### config.mk
export PLATFORM = sky130hd
export DESIGN_NAME = prog_launcher
export DESIGN_NICKNAME = d
export VERILOG_FILES = /design/src/rtl/launcher_pkg.sv /design/src/rtl/launch_cycle_ctr.sv /design/src/rtl/prog_launcher.sv
export SDC_FILE = /design/constraint.sdc
export NUM_CORES = 1
export LEC_CHECK = 0
export CELL_PAD_IN_SITES_DETAIL_PLACEMENT = 1
export CELL_PAD_IN_SITES_GLOBAL_PLACEMENT = 1
export CORE_ASPECT_RATIO = 1.4
export CORE_MARGIN = 4
export CORE_UTILIZATION = 37
export DETAILED_ROUTE_END_ITERATION = 10
export GPL_TIMING_DRIVEN = 0
export PLACE_DENSITY = 0.73
export SETUP_SLACK_MARGIN = 0.3
export SYNTH_ARGS = -nofsm -noshare
export SYNTH_HDL_FRONTEND = slang
export SYNTH_SLANG_ARGS = --single-unit
### constraint.sdc
create_clock -name clk -period 4.5 [get_ports clk]
set_input_delay 1.125 -clock clk [delete_from_list [all_inputs] [get_ports clk]]
set_output_delay 1.125 -clock clk [all_outputs]
set_load 0.1 [all_outputs]
### src/rtl/launcher_pkg.sv
// rtl/launcher_pkg.sv - shared types and default constants for the program launcher
//
// Purpose: state encoding and parameter defaults used by prog_launcher and its
// counter sub-module.
package launcher_pkg;

  localparam int DEF_CNT_W   = 16;    // run-cycle counter width
  localparam int DEF_RST_CYC = 4;     // cycles cpu_reset is held per launch
  localparam int DEF_TIMEOUT = 1000;  // run-cycle abort limit (timeout build only)

  // Hold counter is sized for the largest legal RST_CYC (255).
  localparam int HOLD_W = 8;

  typedef enum logic [2:0] {
    IDLE,
    HOLD_RST,
    REQ,
    RUN,
    FIN
  } state_e;

endpackage

### src/rtl/launch_cycle_ctr.sv
// rtl/launch_cycle_ctr.sv - clear/enable counter that saturates at all-ones
//
// Purpose: shared counter for the cpu_reset hold interval and the run-cycle count.
// Ports:
//   clk_i    rising-edge clock
//   reset_i  synchronous active-high reset, clears the count
//   clr_i    synchronous clear (takes priority over en_i)
//   en_i     increment by one, holding at all-ones
//   count_o  current count
module launch_cycle_ctr #(
  parameter int W = 8
) (
  input  logic         clk_i,
  input  logic         reset_i,
  input  logic         clr_i,
  input  logic         en_i,
  output logic [W-1:0] count_o
);

  logic [W-1:0] count_q, count_d;

  always_comb begin
    count_d = count_q;
    if (clr_i) begin
      count_d = '0;
    end else if (en_i && (count_q != '1)) begin
      count_d = count_q + W'(1);
    end
  end

  always_ff @(posedge clk_i) begin
    if (reset_i) begin
      count_q <= '0;
    end else begin
      count_q <= count_d;
    end
  end

  assign count_o = count_q;

endmodule

### src/rtl/prog_launcher.sv
// rtl/prog_launcher.sv - launches a CPU run: reset hold, run request, cycle count
//
// Purpose: on a rising edge of start, holds cpu_reset for RST_CYC cycles, pulses
// cpu_req for one cycle, then counts run cycles until the registered cpu_done.
// Optional macro PROG_LAUNCHER_TIMEOUT_EN aborts the run after TIMEOUT cycles.
// Ports:
//   clk        rising-edge clock
//   reset      synchronous active-high reset (also forces cpu_reset high)
//   start      host launch request, rising edge launches
//   cpu_done   done flag from the CPU, registered before use
//   cpu_reset  reset to the CPU
//   cpu_req    one-cycle run request to the CPU
//   busy       launch in progress
//   finished   run complete, result valid
//   timed_out  run aborted by timeout
//   cycles     run-cycle count of the last run
module prog_launcher
  import launcher_pkg::*;
#(
  parameter int CNT_W   = DEF_CNT_W,
  parameter int RST_CYC = DEF_RST_CYC,
  parameter int TIMEOUT = DEF_TIMEOUT
) (
  input  logic             clk,
  input  logic             reset,
  input  logic             start,
  input  logic             cpu_done,
  output logic             cpu_reset,
  output logic             cpu_req,
  output logic             busy,
  output logic             finished,
  output logic             timed_out,
  output logic [CNT_W-1:0] cycles
);

  state_e              state_q, state_d;
  logic                start_q;
  logic                armed_q;
  logic                done_q;
  logic [HOLD_W-1:0]   hold_cnt;
  logic                launch;
  logic                hold_last;
  logic                run_en;

  // armed_q blocks a launch from a start level that was already high across
  // reset; it is set once start has been seen low.
  assign launch    = (state_q == IDLE) && start && !start_q && armed_q;
  assign hold_last = (hold_cnt == HOLD_W'(RST_CYC - 1));
  assign run_en    = (state_q == RUN) && !done_q;

  always_ff @(posedge clk) begin
    if (reset) begin
      state_q <= IDLE;
      start_q <= 1'b0;
      armed_q <= !start;
      done_q  <= 1'b0;
    end else begin
      state_q <= state_d;
      start_q <= start;
      armed_q <= armed_q || !start;
      // Only samples taken during RUN count, so a stale done from the previous
      // program cannot end the new run early.
      done_q  <= cpu_done && (state_q == RUN);
    end
  end

  launch_cycle_ctr #(.W(HOLD_W)) u_hold_ctr (
    .clk_i   (clk),
    .reset_i (reset),
    .clr_i   (launch),
    .en_i    (state_q == HOLD_RST),
    .count_o (hold_cnt)
  );

  launch_cycle_ctr #(.W(CNT_W)) u_run_ctr (
    .clk_i   (clk),
    .reset_i (reset),
    .clr_i   (launch),
    .en_i    (run_en),
    .count_o (cycles)
  );

`ifdef PROG_LAUNCHER_TIMEOUT_EN
  logic timeout_hit;
  logic timed_out_q;

  // The counting edge that brings cycles to TIMEOUT also ends the run; a done
  // on that edge takes priority because run_en is then low.
  assign timeout_hit = run_en && (cycles == CNT_W'(TIMEOUT - 1));

  always_ff @(posedge clk) begin
    if (reset) begin
      timed_out_q <= 1'b0;
    end else if (launch) begin
      timed_out_q <= 1'b0;
    end else if (timeout_hit) begin
      timed_out_q <= 1'b1;
    end
  end

  assign timed_out = timed_out_q;
`else
  // No timeout in this build; TIMEOUT has no effect.
  assign timed_out = 1'b0 & (TIMEOUT == 0);
`endif

  always_comb begin
    state_d = state_q;
    unique case (state_q)
      IDLE:     if (launch) state_d = HOLD_RST;
      HOLD_RST: if (hold_last) state_d = REQ;
      REQ:      state_d = RUN;
      RUN: begin
        if (done_q) begin
          state_d = FIN;
        end
`ifdef PROG_LAUNCHER_TIMEOUT_EN
        else if (timeout_hit) begin
          state_d = FIN;
        end
`endif
      end
      FIN:      if (!start) state_d = IDLE;
      default:  state_d = IDLE;
    endcase
  end

  always_comb begin
    cpu_reset = reset || (state_q == HOLD_RST);
    cpu_req   = (state_q == REQ);
    busy      = (state_q == HOLD_RST) || (state_q == REQ) || (state_q == RUN);
    finished  = (state_q == FIN);
  end

endmodule

* After elaboration in Yosys (flattened, before gate mapping) *
Index checks and enable logic that the tools add are counted.

word-level totals
  bits in registers = 30
  input port bits = 4
  output and inout bits = 21
  word-level logic and storage cells = 42

operators by class
  reductions and logical operators = 17
  equal/unequal tests = 11
  add/subtract/negate cells = 2
  muxes and demuxes = 6

operators by type and width
  cell                                            number
  adder 16 x 1 -> 16 bit (second input constant)  1
  != test 16 bit (second input constant)          1
  one-hot mux 3 bit (5 select lines)              1
  2-to-1 mux 3 bit                                4
  adder 8 x 1 -> 8 bit (second input constant)    1
  == test 8 x 2 -> 1 bit (second input constant)  1
  != test 2 bit (second input constant)           4
  != test 8 bit (second input constant)           1
  logical AND 1 bit                               7
  == test 3 x 2 -> 1 bit (second input constant)  2
  logical OR 1 bit                                4
  AND reduction 4 bit                             1
  == test 3 x 1 -> 1 bit (second input constant)  1
  == test 3 bit (second input constant)           1
  zero test 1 bit                                 3
  zero test 3 bit                                 1
  OR reduction 2 bit                              1
  2-to-1 mux 1 bit                                1

* Longest topological paths before layout *
  word-level depth = 6
  mapped depth = 6
  depth with buffers taken out = 5

* Hierarchy *
A second synthesis with hierarchy kept.

second synthesis, totals
  cells, all modules = 186
  area total of the unflattened synthesis = 1679.1 um^2

by module, submodules not included
  module                          cells an instance  area each (um^2)  times used  sequential area each (um^2)
  launch_cycle_ctr at u_run_ctr   102                917.1             1           320.3
  launch_cycle_ctr at u_hold_ctr  47                 435.4             1           160.2
  prog_launcher                   37                 326.6             1           120.1

* Least setup slack after synthesis *
OpenSTA, ideal clock, no wires.

  path kind = register -> output
  from = register state_q[2]
  to = output cpu_req
  stages on the path, launching flop included = 4
  slack = 1.393 ns
  arrival time = 1.982 ns
  path buffers = 1
  data required time = 3.375 ns
  path through = dfxtp_1 -> buf_2 -> or2_2 -> nor2_1

between the ends
  cells in the longest elaborated chain, start to end = 1

RTL lines
  what                    line                  RTL
  start, declared         prog_launcher.sv:36   state_e state_q, state_d;
  start signal, assigned  prog_launcher.sv:58   state_q <= state_d;
  == test 3 x 2 -> 1 bit  prog_launcher.sv:130  cpu_req = (state_q == REQ);
  end, declared           prog_launcher.sv:29   output logic cpu_req,

Every way passes these cells.

* Worst setup path in the final report *
  from = input reset
  to = output cpu_reset

between the ends
  cells in the longest elaborated chain, start to end = 1

RTL lines
  what              line                  RTL
  start, declared   prog_launcher.sv:25   input logic reset,
  logical OR 1 bit  prog_launcher.sv:129  cpu_reset = reset || (state_q == HOLD_RST);
  end, declared     prog_launcher.sv:28   output logic cpu_reset,

Every way passes these cells.

==> impl_metrics.csv <==
group,metric,value,unit
setup_path,crit_required,3380,ps
synthesis,synth_simple_gate_area_share,0.331,
die,ios,25,
setup_path,path_class,"primary input to primary output",
detailed_routing,vias_per_cell,5.95,
sta,fmax,0.260,GHz
clock_tree,cts.clk_slew.worst_paths,60,ps
placement,pre_cts_ws,645,ps
synthesis,synthTopCellsByCount,"dfxtp_1 (30), a21oi_1 (17), nor2_1 (15), nand2_1 (13), o21ai_0 (12)",
sta,slew_headroom,0.337,
setup_path,rr_startpoint,"u_run_ctr.count_o[1]",
status,status,"finished clean",
clock_tree,clockBufferDepth,2,
global_routing,grt_pass1_vias,1574,
setup_path,r2r_slack,2520,ps
synthesis,synth_top_area_frac,0.380,
placement,post-dp-hpwl,3220,um
synthesis,ys_seq_area_frac,0.380,
synthesis,synth_fa_ha_area_frac,0.0158,
global_routing,grt_pass1_wl,7230,um
clock_tree,cts.root.buffer_cell,"clkbuf_8",
synthesis,synth_top_family_by_area,"simple AND/OR/NAND/NOR gates",
die,coreArea,4020,um2
die,fp.dieW,63.2,um
power,total_leakage_power,0.000658,uW
synthesis,synth_cell_types,44,
global_routing,gr-usage-met3,0.0397,
detailed_routing,ant_nets,0,
sta,final_max_slew_viol_count,0,
synthesis,avgSynthCellArea,8.45,um2
setup_path,rr_endpoint,"u_run_ctr.count_o[2]",
detailed_routing,firstDrtPassIters,4,
clock_tree,cts-htree-levels,2,
power,vdd_ir_drop_max,0.252,mV
synthesis,synthXorXnorAreaFrac,0.0277,
power,powerDensity,405,nW/um2
final_layout,antenna_cells,0,
clock_tree,cts_tree,"done",
sta,min_period_over_period,0.855,
setup_path,cp_slowest_stage_delay,1130,ps
clock_tree,post_cts_buffers,0,
final_layout,nets,222,
final_layout,drive_gt1_frac,0.0922,
synthesis,synth_area_leader_cell,"dfxtp_1",
setup_path,cp-start-kind,"primary input",
clock_tree,cts_resized,0,
setup_path,cp_slowest_cell,"clkdlybuf4s50_1",
clock_tree,clkLatencyLatePin,280,ps
clock_tree,cts_buffers,5,
synthesis,synth_ff_type,"dfxtp_1",
synthesis,yosysMostFrequentCell,"dfxtp_1",
global_routing,globalRouteOverflowTotal,0,
detailed_routing,wl,4180,um
detailed_routing,drc,0,
global_routing,grt_use_met1,0.178,
sta,finalSetupViolations,0,
synthesis,syn-num-nets,193,
run,max_cap_violations,0,
worst_hold_path,worstHoldStart,"armed_q",
detailed_routing,routedWlPerCell,16.1,um
synthesis,async_reset_ff_frac,0,
die,initial_core_util,0.393,
die,rows,27,
synthesis,synth_enable_flop_cells,0,
sta,fin_setup_tns,0,ps
worst_hold_path,hold_path_depth,2,
final_layout,stdcell_count,260,
global_routing,antenna_found_initial,0,
detailed_routing,drtIter0Drc,69,
setup_path,crit_chain,"clkbuf_1 -> or2_2 -> clkdlybuf4s50_1",
setup_path,path_max_fanout,9,
synthesis,synth_compound_area_frac,0.196,
placement,dpl.cell_count,252,
die,die_area,5400,um2
sta,tightest_slew,991,ps
synthesis,synth_area_leaders,"dfxtp_1 (38%), a21oi_1 (5.4%), o21ai_0 (3.8%)",
global_routing,grtUsageTotal,0.168,
synthesis,synthCells,187,
setup_path,crit_arrival,2720,ps
sta,hold_viol,0,
worst_hold_path,min_path_type,"register to register",
clock_tree,cts_sinks,30,
synthesis,synth_area,1580,um2
sta,period_minus_slack,3850,ps
synthesis,ys_warn_count,0,
final_layout,area.growth.synth_to_final,23.1,%
sta,hold_slack,449,ps
setup_path,end_kind,"primary output",
sta,setup_ws,653,ps
placement,port-buffer-count,22,
sta,rsz0062_at_grt,"false",
global_routing,busiest_layer,"met2",
clock_tree,hold_buffers,0,
global_routing,grt_max_degree,11,
worst_hold_path,min_to,"armed_q",
die,die_h,85.3,um
sta,skew,7.81,ps
setup_path,worst_r2r_path_depth,5,
detailed_routing,num_vias,1546,
placement,finalWeightedCongestion,0.859,
global_routing,use_met2,0.309,
synthesis,synthMuxAreaShare,0.0127,
synthesis,synth-seq-cells,30,
[cells by family after synthesis]
logic type | after synthesis
other | 1
buffers and inverters | 12
XOR/XNOR | 5
multiplexers | 2
adder cells (fa/ha/maj) | 2
flip-flops | 30
AND/OR/NAND/NOR | 86
AO/OA/AOI/OAI | 49
[cell type report]
cell class,instances,area [um2]
Clock inverter,1,5.00
Sequential cell,30,601
Inverter,5,18.8
Tap cell,43,53.8
Timing Repair Buffer,22,220
Buffer,7,35.0
Fill cell,486,2070
Clock buffer,7,86.3
Multi-Input combinational cell,145,926
[state kept, by name, summed over array words and instances (netlist names)]
| name | cells |
|---|---|
| armed_q | 1 |
| done_q | 1 |
| start_q | 1 |
| state_q | 3 |
| u_hold_ctr.count_o | 8 |
| u_run_ctr.count_o | 16 |
[stage by stage]
step / util / power [uW] / area [um2]
2_1_floorplan: - / 508 / 1580
3_3_place_gp: 0.461 / 559 / 1850
3_5_place_dp: 0.461 / 570 / 1850
4_1_cts: 0.484 / 798 / 1950
5_1_grt: 0.484 / 834 / 1950
6_report: 0.484 / 787 / 1950
[how the worst max path moves through the flow]
stage	start	to	slack, ps	cells after the start
6_report	reset	cpu_reset	650	3
5_1_grt	reset	cpu_reset	580	3
4_1_cts	reset	cpu_reset	640	3
3_5_place_dp	reset	cpu_reset	640	3
3_3_place_gp	reset	cpu_reset	690	3
2_1_floorplan	state_q[2]	cpu_req	1390	3
[critical path: cells and delay by family]
kind / cells / cell delay, ps
buf+inv: 2 / 1410
simple gates: 1 / 180
[cells in the final DEF (no fill, tap or decap), drive strengths merged, types with 2 or more instances in the layout]
cell,instances
or3,8
and2,4
inv,5
nand3,6
a311oi,2
nand4,9
o2111ai,3
nor2b,2
nand2,13
ha,2
xor2,5
mux2i,2
nor4,3
and4,3
clkdlybuf4s50,22
o31ai,2
nor3,7
a21oi,17
o211ai,3
clkbuf,9
or2,3
or4,4
o21ai,12
and3,2
dfxtp,30
nor2,15
a211oi,2
buf,5
nor4b,2
o21a,2
[routing by layer]
metal / part of all wire / routed length [um]
met5: 0 / 0
met4: 0.025 / 105
met2: 0.53 / 2230
met3: 0.026 / 107
met1: 0.42 / 1750
[power by group]
part,leakage (uW),internal [uW],switching (uW),total (uW)
Sequential,0.000243,281,14.8,295
Clock,0.0000482,123,101,225
Combinational,0.000367,71.8,196,267
Power figures use the tool's default switching activity.
